==> src/rtl/ps2_key_event_decoder.sv <==
// PS/2 Set-2 byte stream to key events: prefix FSM, shift/caps tracking, ASCII lookup
// and a show-ahead event FIFO with a valid/ready output handshake.
module ps2_key_event_decoder #(
  parameter int DEPTH       = 4,
  parameter int TIMEOUT_CYC = 2000000
) (
  input  logic       clk,
  input  logic       rst,
  input  logic [7:0] scancode,
  input  logic       valid,
  output logic       ev_valid,
  input  logic       ev_ready,
  output logic [7:0] ev_code,
  output logic       ev_ext,
  output logic       ev_break,
  output logic [7:0] ev_ascii,
  output logic       shift_held,
  output logic       caps_lock,
  output logic       ev_overflow,
  input  logic       clr_ovf,
  output logic [1:0] dbg_state
);
  // Handshake: an event is transferred on every cycle where ev_valid && ev_ready;
  // ev_* hold the FIFO head and stay stable while ev_valid && !ev_ready.
  localparam int CW = $clog2(TIMEOUT_CYC + 1);
  localparam int AW = $clog2(DEPTH);

  typedef enum logic [1:0] {S_IDLE, S_E0, S_F0, S_E0F0} state_t;

  typedef struct packed {
    logic [7:0] code;
    logic       ext;
    logic       brk;
    logic [7:0] ascii;
  } ev_t;

  state_t          state, state_nx;
  logic [CW-1:0]   tmo_cnt;
  logic            tmo_hit;
  logic            push, p_ext, p_brk;
  logic [7:0]      p_ascii;
  logic            lshift, rshift, caps_held;
  ev_t             mem [DEPTH];
  ev_t             head;
  logic [AW-1:0]   wr_ptr, rd_ptr;
  logic [AW:0]     count;
  logic            full, pop, wr;

  function automatic logic [7:0] ascii_of(input logic [7:0] c, input logic ext,
                                          input logic upper);
    logic [4:0] li;
    logic       is_letter;
    logic [7:0] r;
    li        = '0;
    is_letter = 1'b1;
    r         = 8'h00;
    case (c)
      8'h1C: li = 5'd0;  8'h32: li = 5'd1;  8'h21: li = 5'd2;  8'h23: li = 5'd3;
      8'h24: li = 5'd4;  8'h2B: li = 5'd5;  8'h34: li = 5'd6;  8'h33: li = 5'd7;
      8'h43: li = 5'd8;  8'h3B: li = 5'd9;  8'h42: li = 5'd10; 8'h4B: li = 5'd11;
      8'h3A: li = 5'd12; 8'h31: li = 5'd13; 8'h44: li = 5'd14; 8'h4D: li = 5'd15;
      8'h15: li = 5'd16; 8'h2D: li = 5'd17; 8'h1B: li = 5'd18; 8'h2C: li = 5'd19;
      8'h3C: li = 5'd20; 8'h2A: li = 5'd21; 8'h1D: li = 5'd22; 8'h22: li = 5'd23;
      8'h35: li = 5'd24; 8'h1A: li = 5'd25;
      default: is_letter = 1'b0;
    endcase
    if (ext) begin
      r = (c == 8'h5A) ? 8'h0D : 8'h00;
    end else if (is_letter) begin
      r = (upper ? 8'h41 : 8'h61) + {3'b000, li};
    end else begin
      case (c)
        8'h45: r = 8'h30; 8'h16: r = 8'h31; 8'h1E: r = 8'h32; 8'h26: r = 8'h33;
        8'h25: r = 8'h34; 8'h2E: r = 8'h35; 8'h36: r = 8'h36; 8'h3D: r = 8'h37;
        8'h3E: r = 8'h38; 8'h46: r = 8'h39;
        8'h29: r = 8'h20; 8'h5A: r = 8'h0D; 8'h66: r = 8'h08;
        default: r = 8'h00;
      endcase
    end
    return r;
  endfunction

  assign tmo_hit   = (state != S_IDLE) && !valid && (tmo_cnt == CW'(TIMEOUT_CYC - 1));
  assign dbg_state = state;

  always_ff @(posedge clk or negedge rst) begin
    if (!rst) begin
      state   <= S_IDLE;
      tmo_cnt <= '0;
    end else begin
      state <= state_nx;
      if (valid || state == S_IDLE || tmo_hit) tmo_cnt <= '0;
      else                                     tmo_cnt <= tmo_cnt + 1'b1;
    end
  end

  always_comb begin
    state_nx = state;
    if (valid) begin
      case (state)
        S_IDLE: begin
          if (scancode == 8'hE0)      state_nx = S_E0;
          else if (scancode == 8'hF0) state_nx = S_F0;
        end
        S_E0: begin
          if (scancode == 8'hF0)      state_nx = S_E0F0;
          else if (scancode != 8'hE0) state_nx = S_IDLE;
        end
        default: state_nx = S_IDLE;
      endcase
    end else if (tmo_hit) begin
      state_nx = S_IDLE;
    end
  end

  always_comb begin
    push  = 1'b0;
    p_ext = 1'b0;
    p_brk = 1'b0;
    if (valid) begin
      case (state)
        S_IDLE: begin
          // Receiver status/noise bytes never form an event.
          case (scancode)
            8'hE0, 8'hF0, 8'hAA, 8'hFA, 8'hEE, 8'hFC, 8'h00, 8'hFF, 8'hE1: push = 1'b0;
            default: push = 1'b1;
          endcase
        end
        S_E0: begin
          push  = (scancode != 8'hE0) && (scancode != 8'hF0);
          p_ext = 1'b1;
        end
        S_F0: begin
          push  = 1'b1;
          p_brk = 1'b1;
        end
        default: begin
          push  = 1'b1;
          p_ext = 1'b1;
          p_brk = 1'b1;
        end
      endcase
    end
    p_ascii = p_brk ? 8'h00 : ascii_of(scancode, p_ext, shift_held ^ caps_lock);
  end

  // Modifier state follows every decoded event, whether or not the FIFO had room.
  always_ff @(posedge clk or negedge rst) begin
    if (!rst) begin
      lshift    <= 1'b0;
      rshift    <= 1'b0;
      caps_held <= 1'b0;
      caps_lock <= 1'b0;
    end else if (push && !p_ext) begin
      case (scancode)
        8'h12: lshift <= !p_brk;
        8'h59: rshift <= !p_brk;
        8'h58: begin
          if (!p_brk) begin
            if (!caps_held) caps_lock <= ~caps_lock;
            caps_held <= 1'b1;
          end else begin
            caps_held <= 1'b0;
          end
        end
        default: ;
      endcase
    end
  end

  assign shift_held = lshift | rshift;

  assign full     = (count == (AW+1)'(DEPTH));
  assign ev_valid = (count != '0);
  assign pop      = ev_valid && ev_ready;
  assign wr       = push && (!full || pop);
  assign head     = mem[rd_ptr];

  always_ff @(posedge clk) begin
    if (wr) mem[wr_ptr] <= '{code: scancode, ext: p_ext, brk: p_brk, ascii: p_ascii};
  end

  always_ff @(posedge clk or negedge rst) begin
    if (!rst) begin
      wr_ptr      <= '0;
      rd_ptr      <= '0;
      count       <= '0;
      ev_overflow <= 1'b0;
    end else begin
      if (wr)  wr_ptr <= wr_ptr + 1'b1;
      if (pop) rd_ptr <= rd_ptr + 1'b1;
      case ({wr, pop})
        2'b10:   count <= count + 1'b1;
        2'b01:   count <= count - 1'b1;
        default: ;
      endcase
      if (push && full && !pop) ev_overflow <= 1'b1;
      else if (clr_ovf)         ev_overflow <= 1'b0;
    end
  end

  assign ev_code  = ev_valid ? head.code  : 8'h00;
  assign ev_ext   = ev_valid ? head.ext   : 1'b0;
  assign ev_break = ev_valid ? head.brk   : 1'b0;
  assign ev_ascii = ev_valid ? head.ascii : 8'h00;
endmodule
==> config.mk <==
export PLATFORM = sky130hd
export DESIGN_NAME = ps2_key_event_decoder
export DESIGN_NICKNAME = d
export VERILOG_FILES = /design/src/rtl/ps2_key_event_decoder.sv
export SDC_FILE = /design/constraint.sdc
export NUM_CORES = 1
export LEC_CHECK = 0
export CORE_MARGIN = 1
export CORE_UTILIZATION = 58
export CTS_CLUSTER_DIAMETER = 30
export DETAILED_ROUTE_END_ITERATION = 16
export GPL_TIMING_DRIVEN = 1
export PLACE_DENSITY_LB_ADDON = 0.15
export SETUP_SLACK_MARGIN = 0.3
export SLEW_MARGIN = 10
export SYNTH_ARGS = -nofsm -noshare
export SYNTH_HDL_FRONTEND = slang
export SYNTH_SLANG_ARGS = --single-unit
==> constraint.sdc <==
create_clock -name clk -period 6.12 [get_ports clk]
set_clock_uncertainty 0.15 [all_clocks]
set_input_delay 1.53 -clock clk [delete_from_list [all_inputs] [get_ports clk]]
set_output_delay 1.53 -clock clk [all_outputs]
set_load 0.02 [all_outputs]
==> out/qor.log, run 1 <==
qor: clock_tree.cts_htree_levels 3
qor: cells_and_area.most-common-layout-cells 72 x sky130_fd_sc_hd__edfxtp_1, 40 x sky130_fd_sc_hd__nor2_1, 36 x sky130_fd_sc_hd__clkdlybuf4s50_1, 35 x sky130_fd_sc_hd__dfrtp_1, 27 x sky130_fd_sc_hd__nand2_1
qor: cells_and_area.ratio_of_cells_with_drive_above_1_in_the_final_layout 13.2%
qor: die.fp.dieH 100 um
qor: yosys.synth.avg_cell_area 12.2 um2
qor: sta.timing.fmax 0.211 GHz
qor: yosys.synthMuxAreaShare 8.02%
qor: global_routing.wire_length_of_the_first_global_routing_pass 19400 um
qor: power_and_ir_drop.power_report.internal_total 1470 uW
qor: critical_path.reg2reg_setup_slack 2.91 ns
qor: drt.detailedRoute.firstIterationViolations 314
qor: power_and_ir_drop.seq_power_share 44.0%
qor: sta.timing.final.setup_violations 0
qor: clock_tree.cts_hold_buf 0
qor: yosys.synthArstFlopShare 32.7%
qor: sta.fin_tns_setup 0 ns
qor: yosys.dominant_synthesized_flop_cell sky130_fd_sc_hd__edfxtp_1
qor: critical_path.worstPathArrival 4.91 ns
qor: placed_design.dpl.hpwl 8330 um
qor: yosys.postSynthCellCount 459
qor: sta.slew-limit-headroom 39.5%
qor: global_routing.overflow 0
qor: yosys.synth.distinct_cells 74
qor: power_and_ir_drop.switching_part_of_the_total 33.4%
qor: sta.timing.final.crit_share 77.6%
qor: die.starting_density 60.3%
qor: cells_and_area.area_growth_syn_to_layout 12.1%
qor: drt.routed-via-count 3896
qor: critical_path.endpoint count[2]
qor: cells_and_area.stdcell_area 6270 um2
qor: die.die_area 10100 um2
qor: global_routing.gr-usage-all-layers 25.5%
qor: die.floorplan.io_pins 37
qor: power_and_ir_drop.power_switching 739 uW
qor: die.die_w 100 um
qor: sta.post-route-worst-setup-slack 1.37 ns
qor: global_routing.first_global_vias 3786
qor: drt.postRouteAntennaNets 0
qor: power_and_ir_drop.post-layout-total-power 2210 uW
qor: clock_tree.cts_num_sinks 107
qor: clock_tree.clk_root_buffer_cell sky130_fd_sc_hd__clkbuf_8
qor: critical_path.rr_startpoint dbg_state[0]
qor: yosys.synth_seq_cells 107
qor: critical_path.timing.rr.end count[2]
qor: placed_design.place.port_buffers 36
qor: yosys.netlist_area 5600 um2
qor: critical_path.cp_data_required_time 6.28 ns
qor: yosys.xor_xnor_share_of_the_synthesized_area 4.22%
qor: clock_tree.cts_tree yes
qor: global_routing.grt_antenna_before_repair 0
qor: yosys.dominant_combinational_cell_family_by_area_after_synthesis simple AND/OR/NAND/NOR gates
qor: critical_path.setup.worst_path.start scancode[0]
qor: cells_and_area.mostFrequentLayoutCell sky130_fd_sc_hd__edfxtp_1
qor: clock_tree.cts.clk_slew.worst_paths 0.12 ns
qor: clock_tree.clock_insertion_delay_worst_skew 0.37 ns
qor: power_and_ir_drop.irDropWorstVdd 0.213 mV
qor: drt.routedWlPerCell 18.8 um
qor: sta.rsz0062_at_grt no
qor: yosys.synth-warning-count 0
qor: clock_tree.numCtsBuffers 9
qor: clock_tree.post_cts.resized_instances 0
qor: power_and_ir_drop.pwr-share-clk 18.3%
qor: critical_path.cp_max_fo 18
qor: sta.min_period 4.75 ns
qor: status.status finished clean
qor: global_routing.grt_start_max_net_pins 36
qor: placed_design.pre_cts_ws 1.00 ns
qor: yosys.synth_fa_ha_area_share 1.70%
qor: placed_design.gp_routability_congestion 0.899
qor: die.placementRows 35
qor: critical_path.end_kind flip-flop
qor: yosys.area_fraction_in_and_or_nand_and_nor_cells_after_synthesis 19.8%
qor: drt.route.detailed.drc 0
qor: yosys.synth-edff-count 72
qor: power_and_ir_drop.comb_power_share 37.7%
qor: sta.tightestPinTransition 0.907 ns
qor: power_and_ir_drop.cellPowerDensity 353 nW/um2
qor: sta.report.final.hold_viol_count 0
qor: cells_and_area.num-nets-final 514
qor: sta.timing_max_transition_violations_final 0
qor: yosys.synth-compound-area-share 8.72%
qor: critical_path.worst_setup_path_start_kind input port
qor: yosys.synth-seq-area-share 54.3%
qor: drt.avgViaCountPerCell 6.20
qor: drt.count_of_tritonroute_iterations_in_the_first_routing_pass 4
qor: min_path.class_of_the_most_critical_hold_timing_path reg2reg
qor: placed_design.postPlaceCellArea 6090 um2
qor: cells_and_area.antennaDiodeCount 0
qor: critical_path.worstRegToRegCells 9
qor: die.core_region_area 9280 um2
qor: cells_and_area.postLayoutCoreUtil 67.6%
qor: drt.routed_wirelength 11800 um
qor: power_and_ir_drop.p_leak 0.00223 uW
qor: clock_tree.cts_buffer_depth 2
qor: critical_path.path_class in2reg
qor: run.number_of_maximum_capacitance_violations 0
qor: clock_tree.post-cts-setup-buffer-count 0
[final cells by class]
type,instances,area [um2]
Sequential cell,107,3040
Fill cell,722,3010
Multi-Input combinational cell,315,2390
Timing Repair Buffer,48,450
Tap cell,129,161
Clock buffer,9,124
Clock inverter,7,60.1
Inverter,13,48.8
[power by group through the flow]
stage          Sequential [uW]  Combinational (uW)  Clock, uW
6_report                   974                 834        405
3_5_place_dp               991                 844          0
5_1_grt                    986                 906        438
2_1_floorplan              953                 556          0
3_3_place_gp               983                 831          0
4_1_cts                    975                 846        414
[stage by stage]
stage,hold WS [ns],std cells
after floorplan,0.306,462
after global placement,0.318,612
after detailed placement,0.331,612
after CTS,0.355,628
after global routing,0.379,628
final,0.348,628
[kinds of logic (layout without fill, tap and decap cells)]
group,after synthesis,count (layout)
other cells,1,4
compound gates,64,64
simple gates,191,191
buf+inv,40,77
mux,22,22
flops,107,107
fa+ha+maj,7,7
xor+xnor,27,27
[per-layer routing]
layer / track usage [%] / part of all wire, % / vias up
met2: 42.1 / 49 / 152
met4: 8.70 / 2.7 / 0
met3: 3.27 / 4.7 / 22
met5: 0 / 0 / -
met1: 35.2 / 44 / 1937
li1: - / - / 1785
[flip-flops by register name, indices dropped and copies added, names as in the netlist, 2 cells and up]
name / count
mem: 72
wr_ptr: 2
count: 3
tmo_cnt: 21
rd_ptr: 2
dbg_state: 2
[critical path, stage by stage]
cell and delay [ns]:
sky130_fd_sc_hd__clkdlybuf4s50_1 0.90, sky130_fd_sc_hd__nor2b_1 0.27, sky130_fd_sc_hd__nand2_1 0.16, sky130_fd_sc_hd__o41ai_2 0.08, sky130_fd_sc_hd__a311oi_4 0.70, sky130_fd_sc_hd__nor2_1 0.14
sky130_fd_sc_hd__fa_1 0.44, sky130_fd_sc_hd__nand2b_1 0.17, sky130_fd_sc_hd__or4_1 0.41, sky130_fd_sc_hd__nand3_1 0.10
[worst min path at each step]
stage,from,end,slack [ns],depth (start not counted)
3_3_place_gp,lshift,lshift,0.32,1
3_5_place_dp,lshift,lshift,0.33,1
2_1_floorplan,lshift,lshift,0.31,1
4_1_cts,lshift,lshift,0.35,1
6_report,lshift,lshift,0.35,1
5_1_grt,caps_held,caps_held,0.38,1
[synth_stat cells, types with 3 or more instances]
library cell               number  area [um2]
sky130_fd_sc_hd__nand4_1        8        50.1
sky130_fd_sc_hd__o211ai_1       5        37.5
sky130_fd_sc_hd__nand3b_1       3        22.5
sky130_fd_sc_hd__nor2_1        40         150
sky130_fd_sc_hd__ha_1           6        75.1
sky130_fd_sc_hd__o21ai_0       12        60.1
sky130_fd_sc_hd__buf_4          3        22.5
sky130_fd_sc_hd__a21oi_1       14        70.1
sky130_fd_sc_hd__a31oi_1        4        25.0
sky130_fd_sc_hd__and2_1        21         131
sky130_fd_sc_hd__nor3_1        10        50.1
sky130_fd_sc_hd__and3_1        15        93.8
sky130_fd_sc_hd__nor2b_1        8        50.1
sky130_fd_sc_hd__clkbuf_1      14        52.6
sky130_fd_sc_hd__inv_1         12        45.0
sky130_fd_sc_hd__buf_2          9        45.0
sky130_fd_sc_hd__xor2_1        11        96.3
sky130_fd_sc_hd__nand2b_1       4        25.0
sky130_fd_sc_hd__xnor2_1       16         140
sky130_fd_sc_hd__or3_1          7        43.8
sky130_fd_sc_hd__nor4b_1        6        52.6
sky130_fd_sc_hd__nand2_1       27         101
sky130_fd_sc_hd__mux4_2        18         405
sky130_fd_sc_hd__dfrtp_1       35         876
sky130_fd_sc_hd__edfxtp_1      72        2160
sky130_fd_sc_hd__mux2_1         3        33.8
sky130_fd_sc_hd__nand3_1       16        80.1
sky130_fd_sc_hd__nor4_1         5        31.3
Power figures use the tool's default switching activity.
==> run 2: changes to the inputs <==
==> constraint.sdc (replaced) <==
create_clock -name clk -period 4.6 [get_ports clk]
set_clock_uncertainty 0.15 [all_clocks]
set_input_delay 1.15 -clock clk [delete_from_list [all_inputs] [get_ports clk]]
set_output_delay 1.15 -clock clk [all_outputs]
set_load 0.02 [all_outputs]
==> run 2 against run 1 <==
Power rose by 38%; clock-buffer cell count rose by 1; combinational power rose by 34%; global-route usage rose by 0.13 points; sequential cell count did not move; sequential share of layout area fell by 1.1 points; setup slack got worse by 0.72 ns; wire length fell by 0.38%; via count barely moved; register-to-register slack got worse by 1.1 ns; largest power group unchanged; highest routed layer unchanged.
==> out/qor.log, run 2 (synthesis gave the netlist of run 1 again) <==
qor: status.status finished clean [unchanged]
qor: global_routing.first_global_vias 3821 [was 3786]
qor: sta.tightestPinTransition 0.854 ns [was 0.907 ns]
qor: min_path.class_of_the_most_critical_hold_timing_path reg2reg [unchanged]
qor: sta.min_period 3.95 ns
qor: clock_tree.cts.clk_slew.worst_paths 0.10 ns [was 0.12 ns]
qor: placed_design.place.port_buffers 36 [unchanged]
qor: sta.timing.fmax 0.253 GHz
qor: clock_tree.cts_htree_levels 3 [unchanged]
qor: cells_and_area.area_of_the_multi_input_gates 2390 um2 [unchanged]
qor: power_and_ir_drop.cellPowerDensity 476 nW/um2 [was 353 nW/um2]
qor: placed_design.dpl.hpwl 8100 um [was 8330 um]
qor: critical_path.worstRegToRegCells 9 [unchanged]
qor: clock_tree.numCtsBuffers 9 [unchanged]
qor: clock_tree.clk_root_buffer_cell sky130_fd_sc_hd__clkbuf_8 [unchanged]
qor: critical_path.worstPathArrival 3.96 ns [was 4.91 ns]
qor: drt.detailedRoute.firstIterationViolations 263 [was 314]
qor: placed_design.gp_routability_congestion 0.850 [was 0.899]
qor: drt.count_of_tritonroute_iterations_in_the_first_routing_pass 5 [was 4]
qor: run.number_of_maximum_capacitance_violations 0 [unchanged]
qor: critical_path.cp_data_required_time 4.61 ns [was 6.28 ns]
qor: sta.rsz0062_at_grt no [unchanged]
qor: cells_and_area.fill_cells 659 [was 722]
qor: clock_tree.post-cts-setup-buffer-count 0 [unchanged]
qor: global_routing.wire_length_of_the_first_global_routing_pass 19600 um [was 19400 um]
qor: cells_and_area.final-instance-count-excl-fill 640 [was 628]
qor: sta.timing.final.setup_violations 0 [unchanged]
qor: die.die_area 10100 um2 [unchanged]
qor: clock_tree.clock_insertion_delay_worst_skew 0.37 ns [about the same]
qor: die.fp.dieH 100 um [unchanged]
qor: sta.slew-limit-headroom 43.0% [was 39.5%]
qor: drt.routedWlPerCell 18.4 um [was 18.8 um]
qor: clock_tree.cts_tree yes [unchanged]
qor: die.core_region_area 9280 um2 [unchanged]
qor: clock_tree.post_cts.resized_instances 0 [unchanged]
qor: sta.report.final.hold_viol_count 0 [unchanged]
qor: cells_and_area.num-nets-final 526 [was 514]
qor: cells_and_area.mostFrequentLayoutCell sky130_fd_sc_hd__edfxtp_1 [unchanged]
qor: clock_tree.cts_hold_buf 0 [unchanged]
qor: drt.routed_wirelength 11800 um [about the same]
qor: clock_tree.cts_buffer_depth 2 [unchanged]
qor: cells_and_area.largest-register mem [unchanged]
qor: cells_and_area.ratio_of_cells_with_drive_above_1_in_the_final_layout 15.3% [was 13.2%]
qor: die.starting_density 60.3% [unchanged]
qor: min_path.worstHoldPathCells 1 [unchanged]
qor: global_routing.overflow 0 [unchanged]
qor: drt.routed-via-count 3898 [was 3896]
qor: global_routing.grt_antenna_before_repair 0 [unchanged]
qor: sta.timing_max_transition_violations_final 0 [unchanged]
qor: critical_path.worst_setup_path_start_kind input port [unchanged]
qor: cells_and_area.antennaDiodeCount 0 [unchanged]
qor: sta.fin_tns_setup 0 ns [unchanged]
qor: drt.avgViaCountPerCell 6.09 [was 6.20]
qor: sta.timing.final.crit_share 85.8%
qor: cells_and_area.layout_top_registers mem x72, tmo_cnt x21, count x3 [unchanged]
qor: cells_and_area.max_ffs_per_register 72 [unchanged]
qor: cells_and_area.area.sequential 3040 um2 [unchanged]
qor: global_routing.grt_start_max_net_pins 36 [unchanged]
qor: drt.postRouteAntennaNets 0 [unchanged]
qor: cells_and_area.area_growth_syn_to_layout 14.6% [was 12.1%]
qor: critical_path.cp_max_fo 16 [was 18]
qor: placed_design.dp_cells 624 [was 612]
qor: die.floorplan.io_pins 37 [unchanged]
qor: die.placementRows 35 [unchanged]
qor: critical_path.end_kind flip-flop [unchanged]
qor: die.die_w 100 um [unchanged]
qor: drt.route.detailed.drc 0 [unchanged]
qor: power_and_ir_drop.irDropWorstVdd 0.241 mV [was 0.213 mV]
qor: cells_and_area.most-common-layout-cells 72 x sky130_fd_sc_hd__edfxtp_1, 40 x sky130_fd_sc_hd__nor2_1, 36 x sky130_fd_sc_hd__clkdlybuf4s50_1, 35 x sky130_fd_sc_hd__dfrtp_1, 27 x sky130_fd_sc_hd__nand2_1 [unchanged]
qor: power_and_ir_drop.p_leak 0.00232 uW [was 0.00223 uW]
qor: critical_path.path_class in2reg [unchanged]
qor: global_routing.gr-usage-all-layers 25.6% [was 25.5%]
qor: clock_tree.cts_num_sinks 107 [unchanged]
## run 2: through the flow
stage | power (uW) | util (%) | area (um2) | worst slack [ns] | hold slack (ns)
floorplan | 2010 | - | 5610 | 1.00 | 0.306
global placement | 2440 | 66.7 | 6190 | 0.355 | 0.321
detailed placement | 2470 | 66.7 | 6190 | 0.338 | 0.332
finish | 3050 | 69.1 | 6410 | 0.651 | 0.351
global route | 3220 | 69.1 | 6410 | 0.533 | 0.392
CTS | 3080 | 69.1 | 6410 | 0.655 | 0.356
## run 2: final cells by class
cell class              instances  share of cell area (%)
clock buffers                  10                    2.15
repair buffers                 60                    8.62
inverters                      13                   0.761
flip-flops and latches        107                    47.4
multi-input cells             315                    37.3
well taps                     129                    2.52
clock inverters                 6                    1.31
## run 2: worst paths after layout
path                              start   endpoint  slack [ns]
hold / removal                   rshift     rshift        0.35
setup reg to reg           dbg_state[1]   count[2]        1.78
setup / recovery            scancode[7]  mem[3][2]        0.65
hold reg to reg                  rshift     rshift        0.35
min in group asynchronous           rst   count[1]        1.02
max in group asynchronous           rst     rshift        2.94
## run 2: routing by layer
metal	up-vias	global-route usage [%]	share of wire, %
met1	1915	36.0	45
met4	0	8.58	1.6
li1	1817	-	-
met5	-	0	0
met2	149	40.9	47
met3	17	4.25	5.6
## run 2: power breakdown
| part | internal, uW | switching [uW] | total [uW] |
|---|---|---|---|
| logic | 573 | 547 | 1120 |
| registers | 1200 | 115 | 1310 |
| clock network | 279 | 340 | 619 |
| total | 2050 | 1000 | 3050 |
## run 2: worst max-delay path, stage by stage
cell	delay, ns
sky130_fd_sc_hd__clkdlybuf4s50_1	0.73
sky130_fd_sc_hd__or3b_1	0.53
sky130_fd_sc_hd__or2_4	0.28
sky130_fd_sc_hd__or3_1	0.32
sky130_fd_sc_hd__and4_4	0.20
sky130_fd_sc_hd__o311ai_2	0.09
sky130_fd_sc_hd__ha_1	0.24
sky130_fd_sc_hd__nor3_1	0.07
sky130_fd_sc_hd__a211oi_2	0.33
==> run 3: changes to the inputs <==
--- a/config.mk
+++ b/config.mk
@@ -10,7 +10,8 @@
 export CTS_CLUSTER_DIAMETER = 30
 export DETAILED_ROUTE_END_ITERATION = 16
 export GPL_TIMING_DRIVEN = 1
-export PLACE_DENSITY_LB_ADDON = 0.15
+export MAX_ROUTING_LAYER = met4
+export PLACE_DENSITY = 0.79
 export SETUP_SLACK_MARGIN = 0.3
 export SLEW_MARGIN = 10
 export SYNTH_ARGS = -nofsm -noshare
==> run 3 against run 2 <==
Register-to-register slack improved by 0.06 ns; non-clock buffer count up 5; core utilization up 0.24 points; wire length is 4.4% higher; power about the same; global-route usage increased by 1.5 points; critical path type unchanged; largest power group unchanged.
==> out/qor.log, run 3 (synthesis gave the netlist of run 1 again) <==
qor: status.status finished clean [unchanged]
qor: drt.routed-via-count 3908 [was 3898]
qor: power_and_ir_drop.power_switching 1020 uW [was 1000 uW]
qor: clock_tree.cts.clk_slew.worst_paths 0.10 ns [about the same]
qor: placed_design.dpl.hpwl 8580 um [was 8100 um]
qor: die.floorplan.io_pins 37 [unchanged]
qor: cells_and_area.final-instance-count-excl-fill 645 [was 640]
qor: sta.fin_tns_setup 0 ns [unchanged]
qor: placed_design.dp_cells 629 [was 624]
qor: clock_tree.cts_buffer_depth 2 [unchanged]
qor: drt.routedWlPerCell 19.1 um [was 18.4 um]
qor: critical_path.path_class in2reg [unchanged]
qor: cells_and_area.largest-register mem [unchanged]
qor: die.starting_density 60.3% [unchanged]
qor: sta.final.hold.worst_slack 0.349 ns [was 0.351 ns]
qor: die.placementRows 35 [unchanged]
qor: clock_tree.cts_tree yes [unchanged]
qor: critical_path.worst_setup_path_start_kind input port [unchanged]
qor: placed_design.postPlaceCellArea 6210 um2 [was 6190 um2]
qor: clock_tree.cts_num_sinks 107 [unchanged]
qor: sta.min_period 3.94 ns [was 3.95 ns]
qor: cells_and_area.fill_cells 674 [was 659]
qor: clock_tree.clock_insertion_delay_worst_skew 0.37 ns [about the same]
qor: sta.slew-limit-headroom 42.0% [was 43.0%]
qor: min_path.class_of_the_most_critical_hold_timing_path reg2reg [unchanged]
qor: power_and_ir_drop.p_leak 0.00234 uW [was 0.00232 uW]
qor: cells_and_area.layout_top_registers mem x72, tmo_cnt x21, count x3 [unchanged]
qor: critical_path.cp_max_fo 16 [unchanged]
qor: critical_path.path_cells clkdlybuf4s50_1, or3b_1, or2_4, or3_1, and4_4, o311ai_2, ha_1, nor3_1, a211oi_2 [unchanged]
qor: cells_and_area.num-nets-final 531 [was 526]
qor: critical_path.cp_num_buf_inv 1 [unchanged]
qor: die.die_w 100 um [unchanged]
qor: power_and_ir_drop.power_report.internal_total 2040 uW [was 2050 uW]
qor: die.fp.dieH 100 um [unchanged]
qor: drt.route.detailed.drc 0 [unchanged]
qor: cells_and_area.stdcell_area 6440 um2 [was 6410 um2]
qor: power_and_ir_drop.pwr-share-clk 20.2% [was 20.3%]
qor: critical_path.worstPathArrival 3.94 ns [was 3.96 ns]
qor: critical_path.critical-path-slowest-cell sky130_fd_sc_hd__clkdlybuf4s50_1 [unchanged]
qor: critical_path.cpPeakStageDelay 0.74 ns [was 0.73 ns]
qor: power_and_ir_drop.comb_power_share 37.1% [was 36.7%]
qor: drt.detailedRoute.firstIterationViolations 323 [was 263]
qor: cells_and_area.mostFrequentLayoutCell sky130_fd_sc_hd__edfxtp_1 [unchanged]
qor: power_and_ir_drop.switching_part_of_the_total 33.4% [was 32.8%]
qor: sta.rsz0062_at_grt no [unchanged]
qor: clock_tree.cts_hold_buf 0 [unchanged]
qor: sta.timing_max_transition_violations_final 0 [unchanged]
qor: cells_and_area.area.sequential 3040 um2 [unchanged]
qor: global_routing.wire_length_of_the_first_global_routing_pass 20100 um [was 19600 um]
qor: critical_path.end_kind flip-flop [unchanged]
qor: drt.postRouteAntennaNets 0 [unchanged]
qor: die.core_region_area 9280 um2 [unchanged]
qor: sta.timing.final.crit_share 85.6% [was 85.8%]
qor: cells_and_area.area_of_the_multi_input_gates 2390 um2 [unchanged]
qor: sta.timing.fmax 0.254 GHz [was 0.253 GHz]
qor: placed_design.place.port_buffers 36 [unchanged]
qor: power_and_ir_drop.cellPowerDensity 475 nW/um2 [was 476 nW/um2]
qor: power_and_ir_drop.seq_power_share 42.7% [was 43.1%]
qor: power_and_ir_drop.irDropWorstVdd 0.235 mV [was 0.241 mV]
qor: placed_design.gp_routability_congestion 0.913 [was 0.850]
qor: sta.report.final.hold_viol_count 0 [unchanged]
qor: global_routing.overflow 0 [unchanged]
qor: critical_path.cp_data_required_time 4.61 ns [about the same]
qor: cells_and_area.antennaDiodeCount 0 [unchanged]
qor: global_routing.grt_antenna_before_repair 0 [unchanged]
qor: clock_tree.post-cts-setup-buffer-count 0 [unchanged]
qor: sta.timing.final.setup_violations 0 [unchanged]
qor: global_routing.grt_start_max_net_pins 36 [unchanged]
qor: run.number_of_maximum_capacitance_violations 0 [unchanged]
qor: critical_path.cp_top_family simple AND/OR/NAND/NOR gates [unchanged]
qor: global_routing.gr-usage-all-layers 27.1% [was 25.6%]
qor: drt.routed_wirelength 12300 um [was 11800 um]
qor: clock_tree.cts_htree_levels 3 [unchanged]
qor: global_routing.first_global_vias 3905 [was 3821]
qor: cells_and_area.area_growth_syn_to_layout 15.0% [was 14.6%]
qor: cells_and_area.max_ffs_per_register 72 [unchanged]
qor: sta.tightestPinTransition 0.869 ns [was 0.854 ns]
qor: die.die_area 10100 um2 [unchanged]
qor: cells_and_area.most-common-layout-cells 72 x sky130_fd_sc_hd__edfxtp_1, 40 x sky130_fd_sc_hd__nor2_1, 35 x sky130_fd_sc_hd__dfrtp_1, 35 x sky130_fd_sc_hd__clkdlybuf4s50_1, 29 x sky130_fd_sc_hd__buf_4 [was 72 x sky130_fd_sc_hd__edfxtp_1, 40 x sky130_fd_sc_hd__nor2_1, 36 x sky130_fd_sc_hd__clkdlybuf4s50_1, 35 x sky130_fd_sc_hd__dfrtp_1, 27 x sky130_fd_sc_hd__nand2_1]
qor: drt.avgViaCountPerCell 6.06 [was 6.09]
qor: drt.count_of_tritonroute_iterations_in_the_first_routing_pass 5 [unchanged]
qor: cells_and_area.ratio_of_cells_with_drive_above_1_in_the_final_layout 16.3% [was 15.3%]
qor: clock_tree.post_cts.resized_instances 0 [unchanged]
qor: clock_tree.clk_root_buffer_cell sky130_fd_sc_hd__clkbuf_8 [unchanged]
qor: clock_tree.numCtsBuffers 9 [unchanged]
run 3: layer usage:
metal,global-route usage (%),share of wire (%),up-vias
met3,4.53,6.0,25
li1,-,-,1823
met5,-,0,-
met4,9.92,2.1,0
met1,36.5,44,1902
met2,41.9,48,158
run 3: cell type report:
cell class	instances	share of cell area, %
Clock buffer	11	2.70
Clock inverter	5	0.777
Inverter	13	0.758
Multi-Input combinational cell	315	37.2
Sequential cell	107	47.2
Tap cell	129	2.51
Timing Repair Buffer	65	8.90
run 3: power by group through the flow:
stage / logic [uW] / registers (uW) / clock network [uW]
floorplan: 739 / 1270 / 0
global placement: 1120 / 1310 / 0
detailed placement: 1140 / 1330 / 0
CTS: 1150 / 1310 / 624
global route: 1220 / 1320 / 656
finish: 1130 / 1300 / 617
run 3: worst paths after layout:
path	start	end	slack (ns)	cells past startpoint
hold reg to reg	lshift	lshift	0.35	1
setup reg to reg	dbg_state[0]	count[2]	1.84	9
min in group asynchronous	rst	tmo_cnt[17]	0.70	1
max in group asynchronous	rst	dbg_state[1]	3.09	1
setup / recovery	scancode[7]	mem[2][2]	0.66	9
hold / removal	lshift	lshift	0.35	1
run 3: through the flow:
stage                     worst slack (ns)  util (%)  total power (uW)
after global routing                 0.562      69.3              3200
after CTS                            0.695      69.3              3080
after global placement               0.445      66.9              2430
after floorplan                       1.00         -              2010
final                                0.661      69.3              3060
after detailed placement             0.346      66.9              2470
